$ cat src/rtl/uart_rx_ctrl.sv
// UART receive control: start-bit detection, LSB-first assembly on bit-timer
// pulses, stop-bit validation and a ready/read handshake with error flags.
module uart_rx_ctrl #(
    parameter int MAX_BITS = 8
) (
    input  logic                clk,
    input  logic                rst,
    input  logic                serial_in,
    input  logic [3:0]          data_size,
    input  logic                shift_enable,
    input  logic                packet_done,
    input  logic                data_read,
    output logic                enable_timer,
    output logic [MAX_BITS-1:0] rx_data,
    output logic                data_ready,
    output logic                framing_error,
    output logic                overrun_error
);
    localparam int IDX_W = $clog2(MAX_BITS + 2);

    typedef enum logic [1:0] {IDLE, RECEIVE, CHECK} state_t;

    state_t              r_state;
    state_t              w_next;
    logic                r_s1, r_s2, r_p;
    logic                r_live, r_seen_high;
    logic [IDX_W-1:0]    r_size, r_idx;
    logic [MAX_BITS-1:0] r_shift, r_rx_data;
    logic                r_stop, r_ready, r_fe, r_ovr;
    logic                w_start, w_load;

    function automatic logic [IDX_W-1:0] eff_size(input logic [3:0] sz);
        int n;
        n = (sz == 4'd0) ? 8 : int'(sz);
        if (n > MAX_BITS) n = MAX_BITS;
        return IDX_W'(n);
    endfunction

    function automatic logic [MAX_BITS-1:0] keep_low(input logic [MAX_BITS-1:0] v,
                                                     input logic [IDX_W-1:0]    n);
        logic [MAX_BITS-1:0] m;
        for (int i = 0; i < MAX_BITS; i++) m[i] = v[i] & (i < int'(n));
        return m;
    endfunction

    // The flops reset to 1, so a line already low at reset release would look
    // like a falling edge; r_seen_high requires one genuine high sample first.
    always_ff @(posedge clk) begin
        if (rst) begin
            r_s1        <= 1'b1;
            r_s2        <= 1'b1;
            r_p         <= 1'b1;
            r_live      <= 1'b0;
            r_seen_high <= 1'b0;
        end else begin
            r_s1        <= serial_in;
            r_s2        <= r_s1;
            r_p         <= r_s2;
            r_live      <= 1'b1;
            r_seen_high <= r_seen_high | (r_live & r_s1);
        end
    end

    assign w_start = r_p & ~r_s2 & r_seen_high;
    assign w_load  = (r_state == CHECK) & r_stop;

    always_ff @(posedge clk) begin
        if (rst) r_state <= IDLE;
        else     r_state <= w_next;
    end

    always_comb begin
        w_next       = r_state;
        enable_timer = 1'b0;
        case (r_state)
            IDLE:    if (w_start) w_next = RECEIVE;
            RECEIVE: begin
                enable_timer = 1'b1;
                if (packet_done) w_next = CHECK;
            end
            CHECK:   w_next = IDLE;
            default: w_next = IDLE;
        endcase
    end

    always_ff @(posedge clk) begin
        if (rst) begin
            r_size    <= '0;
            r_idx     <= '0;
            r_shift   <= '0;
            r_stop    <= 1'b0;
            r_rx_data <= '0;
            r_ready   <= 1'b0;
            r_fe      <= 1'b0;
            r_ovr     <= 1'b0;
        end else begin
            case (r_state)
                IDLE: if (w_start) begin
                    r_size <= eff_size(data_size);
                    r_idx  <= '0;
                    r_stop <= 1'b0;
                end
                RECEIVE: if (shift_enable) begin
                    // Index runs one past N after the stop sample so extra pulses are ignored.
                    if (r_idx < r_size) begin
                        for (int i = 0; i < MAX_BITS; i++)
                            if (r_idx == IDX_W'(i)) r_shift[i] <= r_s2;
                        r_idx <= r_idx + 1'b1;
                    end else if (r_idx == r_size) begin
                        r_stop <= r_s2;
                        r_idx  <= r_idx + 1'b1;
                    end
                end
                default: ;
            endcase

            if (w_load) begin
                r_rx_data <= keep_low(r_shift, r_size);
                r_ready   <= 1'b1;
                if (r_ready && !data_read)     r_ovr <= 1'b1;
                else if (r_ready && data_read) r_ovr <= 1'b0;
            end else if (r_ready && data_read) begin
                r_ready <= 1'b0;
                r_ovr   <= 1'b0;
            end

            if (r_state == IDLE && w_start)       r_fe <= 1'b0;
            else if (r_state == CHECK && !r_stop) r_fe <= 1'b1;
        end
    end

    assign rx_data       = r_rx_data;
    assign data_ready    = r_ready;
    assign framing_error = r_fe;
    assign overrun_error = r_ovr;

endmodule

$ cat config.mk
export PLATFORM = sky130hd
export DESIGN_NAME = uart_rx_ctrl
export DESIGN_NICKNAME = d
export VERILOG_FILES = /design/src/rtl/uart_rx_ctrl.sv
export SDC_FILE = /design/constraint.sdc
export NUM_CORES = 1
export LEC_CHECK = 0
export ABC_AREA = 0
export CORE_UTILIZATION = 45
export CTS_CLUSTER_SIZE = 28
export DETAILED_ROUTE_END_ITERATION = 10
export GPL_TIMING_DRIVEN = 0
export PLACE_DENSITY = 0.7
export SETUP_SLACK_MARGIN = 0.1
export SYNTH_ARGS = -nofsm -noshare
export SYNTH_HDL_FRONTEND = slang
export SYNTH_SLANG_ARGS = --single-unit
$ cat constraint.sdc
create_clock -name clk -period 1.6 [get_ports clk]
set_input_delay 0.24 -clock clk [delete_from_list [all_inputs] [get_ports clk]]
set_output_delay 0.24 -clock clk [all_outputs]
set_load 0.005 [all_outputs]
# == Word-level counts from Yosys, hierarchy flattened ==
# Cells that the tools add are included.
# totals
reg_bits,35
input_bits,10
output_inout_bits,12
word_cells,108
# classes
addsub,1
magnitude_cmp,10
eq_ne,16
n_mux,22
n_bitwise,14
reduce_logical,24
# ops
op,n
AND reduction 4 bit,9
two-way mux 4 bit,6
== test 4 x 3 -> 1 bit (second input constant),4
less-than comparator 3 x 4 -> 1 bit (first input constant),4
bitwise AND 1 bit,12
two-way mux 1 bit,11
!= test 2 bit (second input constant),5
== test 4 x 2 -> 1 bit (second input constant),2
zero test 4 bit,2
less-than comparator 1 x 4 -> 1 bit (first input constant),2
less-than comparator 2 x 4 -> 1 bit (first input constant),2
case mux 4 bit (2 select lines),1
AND reduction 5 bit,1
adder 4 x 1 -> 4 bit (second input constant),1
== test 4 x 1 -> 1 bit (second input constant),1
== test 4 bit,1
> comparator 4 bit (second input constant),1
logical AND 1 bit,4
less-than comparator 4 bit,1
two-way mux 2 bit,2
case mux 2 bit (2 select lines),1
AND reduction 2 bit,2
nonzero test 2 bit,2
!= test 3 bit (second input constant),1
8 further kinds,9

# == Depth between registers and ports, before layout ==
# Gate-level depths: netlist of the first run.
# depth
word_depth,5
depth_mapped,8
depth_no_buf,7

# == Worst setup path before layout of the first run ==
# Ideal clock, no wire load.
# synth_path
path_kind,reg2reg
startpoint,reg r_size[3]
endpoint,reg r_stop
setup_time_ps,135
arrival_time_ps,1631
required_time_ps,1465
slack_ps,-166
stages_incl_launch_ff,8
path_buffers,1
synth_period_minus_slack_ps,1766
path_cell_list,dfxtp_1 -> inv_1 -> ha_1 -> a21oi_1 -> clkbuf_1 -> a211oi_1 -> o2111ai_1 -> o41ai_1
# synth_via
elab_chain_len,3
word_cells_on_any_way,5
classes_between,order compare: 1; eq/ne: 3; reduce/logical: 1
# synth_lines
item,line_no,source
start: declaration,27,"logic [IDX_W-1:0] r_size, r_idx;"
start signal: assignment,99,r_size <= eff_size(data_size);
less-than comparator 4 bit or == test 4 bit (tied branches),"105, 109",
!= test 2 bit (no source line),n/a,
AND reduction 5 bit (no source line) *,n/a,
end signal: assignment,110,r_stop <= r_s2;
end: declaration,29,"logic r_stop, r_ready, r_fe, r_ovr;"
# Every way passes the cells marked *; elsewhere a longest branch is shown, timed or not.
# A chain may end at the register's enable or synchronous reset.

# == Worst setup path after layout of the first run ==
# layout_path
startpoint,reg r_size[1]
endpoint,reg r_stop
# The elaborated chain is that of the path after synthesis.

==> results of run 1 <==
logic make-up (layout without fill, tap and decap cells):
family | count (synthesis) | after routing
AOI/OAI and AO/OA | 41 | 41
and+or+nand+nor | 67 | 67
adders and majority gates | 8 | 8
buffers and inverters | 17 | 57
muxes | 8 | 8
DFF | 35 | 35
registers in the layout (all words and copies together), names as in the netlist, named ones only:
name,count
r_state,2
data_ready,1
r_s2,1
r_idx,4
rx_data,8
r_size,4
r_live,1
r_p,1
r_seen_high,1
framing_error,1
r_stop,1
r_shift,8
r_s1,1
Yosys cell counts (5+ instances only):
library cell / number
dfxtp_1: 35
a21oi_1: 18
nor2_1: 14
nand2_1: 12
nand4_1: 10
ha_1: 8
inv_1: 8
mux2i_1: 8
clkbuf_1: 7
nand3_1: 6
o21ai_0: 6
nor3_1: 5
stage by stage:
stage	TNS [ps]	hold WS, ps
2_1_floorplan	-164	326
3_3_place_gp	-2840	418
3_5_place_dp	-4410	427
4_1_cts	-363	454
5_1_grt	-1550	467
6_report	-645	452
placed cells by master (no fill, tap or decap), types with 6 or more instances in the layout:
cell type        count
buf_4               10
a21oi_1             16
clkdlybuf4s50_1     20
mux2i_1              8
nand2_1             12
o21ai_0              6
nand3_1              6
dfxtp_1             25
dfxtp_2              6
nor2_1              13
clkbuf_1             6
nand4_1             10
worst max-delay path: cells and delay by family, from the launching register on:
family | cells | cell delay (ps)
buf+inv | 3 | 330
fa+ha+maj | 1 | 260
flops | 1 | 380
simple gates | 1 | 140
compound gates | 4 | 540
routing by layer:
layer  vias up  share of wire [%]  wire, um
met5         -                  0         0
met4         0                1.8        71
met1       697                 44      1680
met2        38                 50      1940
met3         8                4.1       156
li1        715                  -         -
where the power goes:
group | internal [mW] | switching (mW) | leakage (nW)
Combinational | 0.0593 | 0.0586 | 0.504
Sequential | 0.874 | 0.00772 | 0.289
Clock | 0.171 | 0.291 | 0.0293
final cells by class:
| class | instances | area (um^2) | area share, % |
|---|---|---|---|
| inverters | 8 | 32.5 | 1.50 |
| clock inverters | 1 | 5.00 | 0.231 |
| multi-input cells | 124 | 940 | 43.3 |
| well taps | 46 | 57.6 | 2.65 |
| repair buffers | 32 | 304 | 14.0 |
| plain buffers | 9 | 61.3 | 2.83 |
| clock buffers | 7 | 45.0 | 2.08 |
| flip-flops and latches | 35 | 723 | 33.4 |
final timing paths:
check            start     end  cells after the start
max          r_size[1]  r_stop                      9
min reg2reg       r_s1    r_s2                      1
max reg2reg  r_size[1]  r_stop                      9
min               r_s1    r_s2                      1
repair_timing:
| item | CTS | global route |
|---|---|---|
| hold buffers | 0 | 0 |
| pin swaps | 5 | 6 |
| gates cloned | 1 | 0 |
| setup endpoints to repair | 22 | 25 |
| gates resized for setup | 28 | 22 |
| buffers inserted | 5 | 5 |
==> summary.md, run 1 <==
| Metric | Value |
|---|---|
| Drt drc | 0 |
| Post-Syn Nets | 194 |
| HP Class | flip-flop to flip-flop |
| Failing checks | negative setup slack |
| Synth cell types | 35 |
| Relative slew slack | 68.0% |
| Main synth FF type | dfxtp_1 |
| I/O Buffers | 21 |
| Number of antenna violations at the first check in global routing | 0 |
| Period utilisation layout | 108% |
| Post-route cell area | 0.00217 mm^2 |
| Post-synthesis sequential area ratio | 43.9% |
| # setup viols final | 13 |
| DP HPWL | 2600 um |
| Internal reg-to-reg setup slack | -120 ps |
| CTS root buf | clkbuf_4 |
| Pre-CTS WS | -283 ps |
| Post-synth EDFFs | 0 |
| Simple-gate portion of the synthesized area | 23.2% |
| Compound-gate portion of the synthesized area | 17.0% |
| Vias | 1458 |
| Minimum clock period | 1720 ps |
| Post-route insts no fill | 262 |
| CTS HTree Levels | 2 |
| Post-route ant nets | 0 |
| RSZ-0062 raised after global routing | true |
| Clock tree buffer depth | 2 |
| Met1 Use GR | 28.4% |
| Rows | 21 |
| CTS tree | built |
| Final #Nets | 233 |
| Clock latency on the worst-skew pair | 340 ps |
| Critical path class | flip-flop to flip-flop |
| Inst Count DP | 243 |
| Max Freq | 581 MHz |
| Share of layout cells above drive strength 1 | 26.4% |
| CP endpoint kind | flip-flop |
| Xor/xnor share of the synthesized area | 0% |
| Clock transition at path regs | 110 ps |
| Largest net degree at the start of global routing | 11 |
| Met3 GRT Util | 6.51% |
| Slowest cell on the critical path | dfxtp_4 |
| Main combinational cell family by area after synthesis | simple AND/OR/NAND/NOR gates |
| Met2 usage | 36.7% |
| Clock sink total | 35 |
| Chip width | 61.5 um |
| Final WL | 3850 um |
| Mapped Area | 0.00160 mm^2 |
| GPL Wtd Cong | 0.895 |
| GRT Max-Usage Layer | met2 |
| Starting Density | 47.4% |
| Pwr dens | 675 mW/mm^2 |
| Mux cell area share after synthesis | 5.02% |
| DR pass1 iterations | 4 |
| Arr. time, crit path | 1970 ps |
| # diodes | 0 |
| Largest stage delay, worst path | 380 ps |
| Fillcell total | 268 |
| CP cell instances | inv_4 > ha_4 > nor2b_4 > o211ai_1 > buf_4 > buf_6 > a211oi_4 > o2111ai_1 > o41ai_1 |
| Crit path max fanout | 5 |
| I/O Pins | 22 |
| Die area | 0.00379 mm^2 |
| Fin util | 64.5% |
| DRT iter0 DRCs | 100 |
| DP Area | 0.00188 mm^2 |
| Worst clock skew | 11.1 ps |
| Status | complete, but fails checks |
| First-pass GRT wire length | 6130 um |
| Pleak | 0.822 nW |
| Vias in the first global route | 1348 |
| Fraction of registers with async set/reset | 0% |
| Crit path launch type | flip-flop |
| Power Total | 1.46 mW |
| Syn Area/Cell | 9.06 um^2 |
| Synth Register Bits | 35 |
| TritonCTS buffer count | 5 |
| Via/cell ratio | 5.56 |
| Peak VDD IR | 0.614 mV |
| Per-cell routed wire length | 14.7 um |
| GRT Util Overall | 22.6% |
| Synthesized instance count | 176 |
| Core footprint | 0.00336 mm^2 |
| Slew @ Worst Pin | 481 ps |
| Max Cap Viol | 0 |
| Max-slew violations | 0 |
| Gr ovfl total | 0 |
| Final Hold Viols | 0 |
| Synthesis Warnings | 0 |
| Top cells by area, synth | dfxtp_1 44%, ha_1 6.3%, a21oi_1 5.6% |
| Cell taking the most area after synthesis | dfxtp_1 |
| Synth Area in Adders | 6.27% |
| Die Height | 61.5 um |
| Req. time, crit path | 1850 ps |
| Yosys top cell area share | 43.9% |
| Area grow syn2layout | 35.9% |
| Post-route worst setup slack | -122 ps |
No activity file was read; power rests on OpenSTA's default activity.
==> run 2, diff against run 1 <==
CORE_UTILIZATION = 48   (was 45)
PLACE_DENSITY = 0.74   (was 0.7)
==> summary.md, run 2 (same netlist as run 1, synthesis figures left out) <==
| Metric | Value |
|---|---|
| Hold WS | 452 ps |
| HP Class | primary input to flip-flop |
| I/O Buffers | 21 |
| Flop pwr share | 60.7% |
| Pwr dens | 678 mW/mm^2 |
| Drt drc | 0 |
| GPL Wtd Cong | 0.890 |
| Clock transition at path regs | 90 ps |
| Clock power frac | 31.5% |
| Final WL | 3920 um |
| Period utilisation layout | 106% |
| Slew @ Worst Pin | 476 ps |
| Final Hold Viols | 0 |
| Critical path class | flip-flop to flip-flop |
| Per-cell routed wire length | 15.2 um |
| GRT Util Overall | 25.1% |
| Clock sink total | 35 |
| Status | complete, but fails checks |
| Crit path launch type | flip-flop |
| # diodes | 0 |
| Peak VDD IR | 0.584 mV |
| Reg2Reg Depth | 9 |
| Starting Density | 51.4% |
| Hold path depth | 2 |
| CTS tree | built |
| DR pass1 iterations | 4 |
| Number of antenna violations at the first check in global routing | 0 |
| Minimum clock period | 1700 ps |
| Clock latency on the worst-skew pair | 350 ps |
| Comb power frac | 7.8% |
| Commonest non-fill, non-tap cell in the layout | dfxtp_1 |
| Int Power | 1.10 mW |
| Relative slew slack | 68.2% |
| Rows | 20 |
| Pre-CTS WS | -304 ps |
| Clock tree buffer depth | 2 |
| Vias | 1476 |
| Worst clock skew | 11.6 ps |
| Die area | 0.00356 mm^2 |
| Net switching power figure | 353 uW |
| Arr. time, crit path | 1950 ps |
| Max Freq | 589 MHz |
| First-pass GRT wire length | 6420 um |
| Post-route worst setup slack | -97.2 ps |
| Crit path max fanout | 5 |
| DP HPWL | 2550 um |
| Failing checks | negative setup slack |
| Reg area | 723 um^2 |
| Share of layout cells above drive strength 1 | 22.4% |
| Max Cap Viol | 0 |
| RSZ-0062 raised after global routing | true |
| Multi-input combinational cell area | 936 um^2 |
| Req. time, crit path | 1850 ps |
| Chip width | 59.7 um |
| Post-CTS Hold Buffers | 0 |
| CP endpoint kind | flip-flop |
| # setup viols final | 12 |
| Vias in the first global route | 1425 |
| Area grow syn2layout | 34.3% |
| Pleak | 0.800 nW |
| Sw frac | 24.3% |
| Final #Nets | 231 |
| CTS root buf | clkbuf_4 |
| Sum Neg Setup Slack | -471 ps |
| Via/cell ratio | 5.72 |
| TritonCTS buffer count | 5 |
| CTS HTree Levels | 2 |
| Core footprint | 0.00310 mm^2 |
| Largest net degree at the start of global routing | 11 |
| Fillcell total | 261 |
| I/O Pins | 22 |
| Gr ovfl total | 0 |
| Max-slew violations | 0 |
| Commonest cells after routing, fill and taps aside | 27 x dfxtp_1, 20 x clkdlybuf4s50_1, 16 x a21oi_1, 14 x nor2_1, 12 x nand2_1 |
| DRT iter0 DRCs | 58 |
| Die Height | 59.7 um |
| Post-route ant nets | 0 |
## run 2: cell type report
class                   instances  area share [%]
multi-input cells             124            43.7
well taps                      44            2.57
clock buffers                   7            2.10
clock inverters                 1           0.234
plain buffers                   9            3.10
inverters                       8            1.52
repair buffers                 30            13.0
flip-flops and latches         35            33.8
## run 2: critical path, stage by stage, from the launching register on
cell       delay (ps)
dfxtp_4           370
inv_4              40
ha_4              260
nor2b_4           120
o211ai_1           80
buf_4             170
buf_6             130
a211oi_4          240
o2111ai_1         130
o41ai_1            80
## run 2: power groups by stage
stage	combinational [mW]	clock [mW]	sequential [mW]
CTS	0.107	0.465	0.882
global route	0.123	0.506	0.883
global placement	0.0870	0	0.908
finish	0.113	0.457	0.882
floorplan	0.0507	0	0.906
detailed placement	0.0899	0	0.908
## run 2: per-layer routing
| layer | vias up | wire [um] | GRT usage (%) |
|---|---|---|---|
| met2 | 38 | 2020 | 41.4 |
| met4 | 0 | 95 | 11.0 |
| li1 | 711 | - | - |
| met5 | - | 0 | 0 |
| met3 | 10 | 140 | 9.31 |
| met1 | 717 | 1670 | 28.9 |
## run 2: final timing paths
check / start / end / slack [ps]
worst min-delay path: serial_in / r_s1 / 450
worst min register to register: rx_data[6] / rx_data[6] / 460
worst max register to register: r_size[1] / r_stop / -100
worst max-delay path: r_size[1] / r_stop / -100
## run 2: through the flow
stage          instances  util (%)  total power, mW  area (um^2)
6_report             258      69.0             1.45         2140
2_1_floorplan        176         -            0.957         1620
4_1_cts              257      67.7             1.45         2100
3_5_place_dp         241      60.6            0.998         1880
5_1_grt              258      69.0             1.51         2140
3_3_place_gp         241      60.6            0.995         1880
## run 2: what timing repair did
item,in CTS,in global routing
setup endpoints to repair,22,25
gates resized for setup,29,17
buffers inserted,6,0
pin swaps,4,3
cloned,2,1
==> run 3, diff against run 2 <==
SLEW_MARGIN = 20   (was unset)
==> results of run 3 <==
The final DEF is identical to that of run 2; final timing and power are the same.
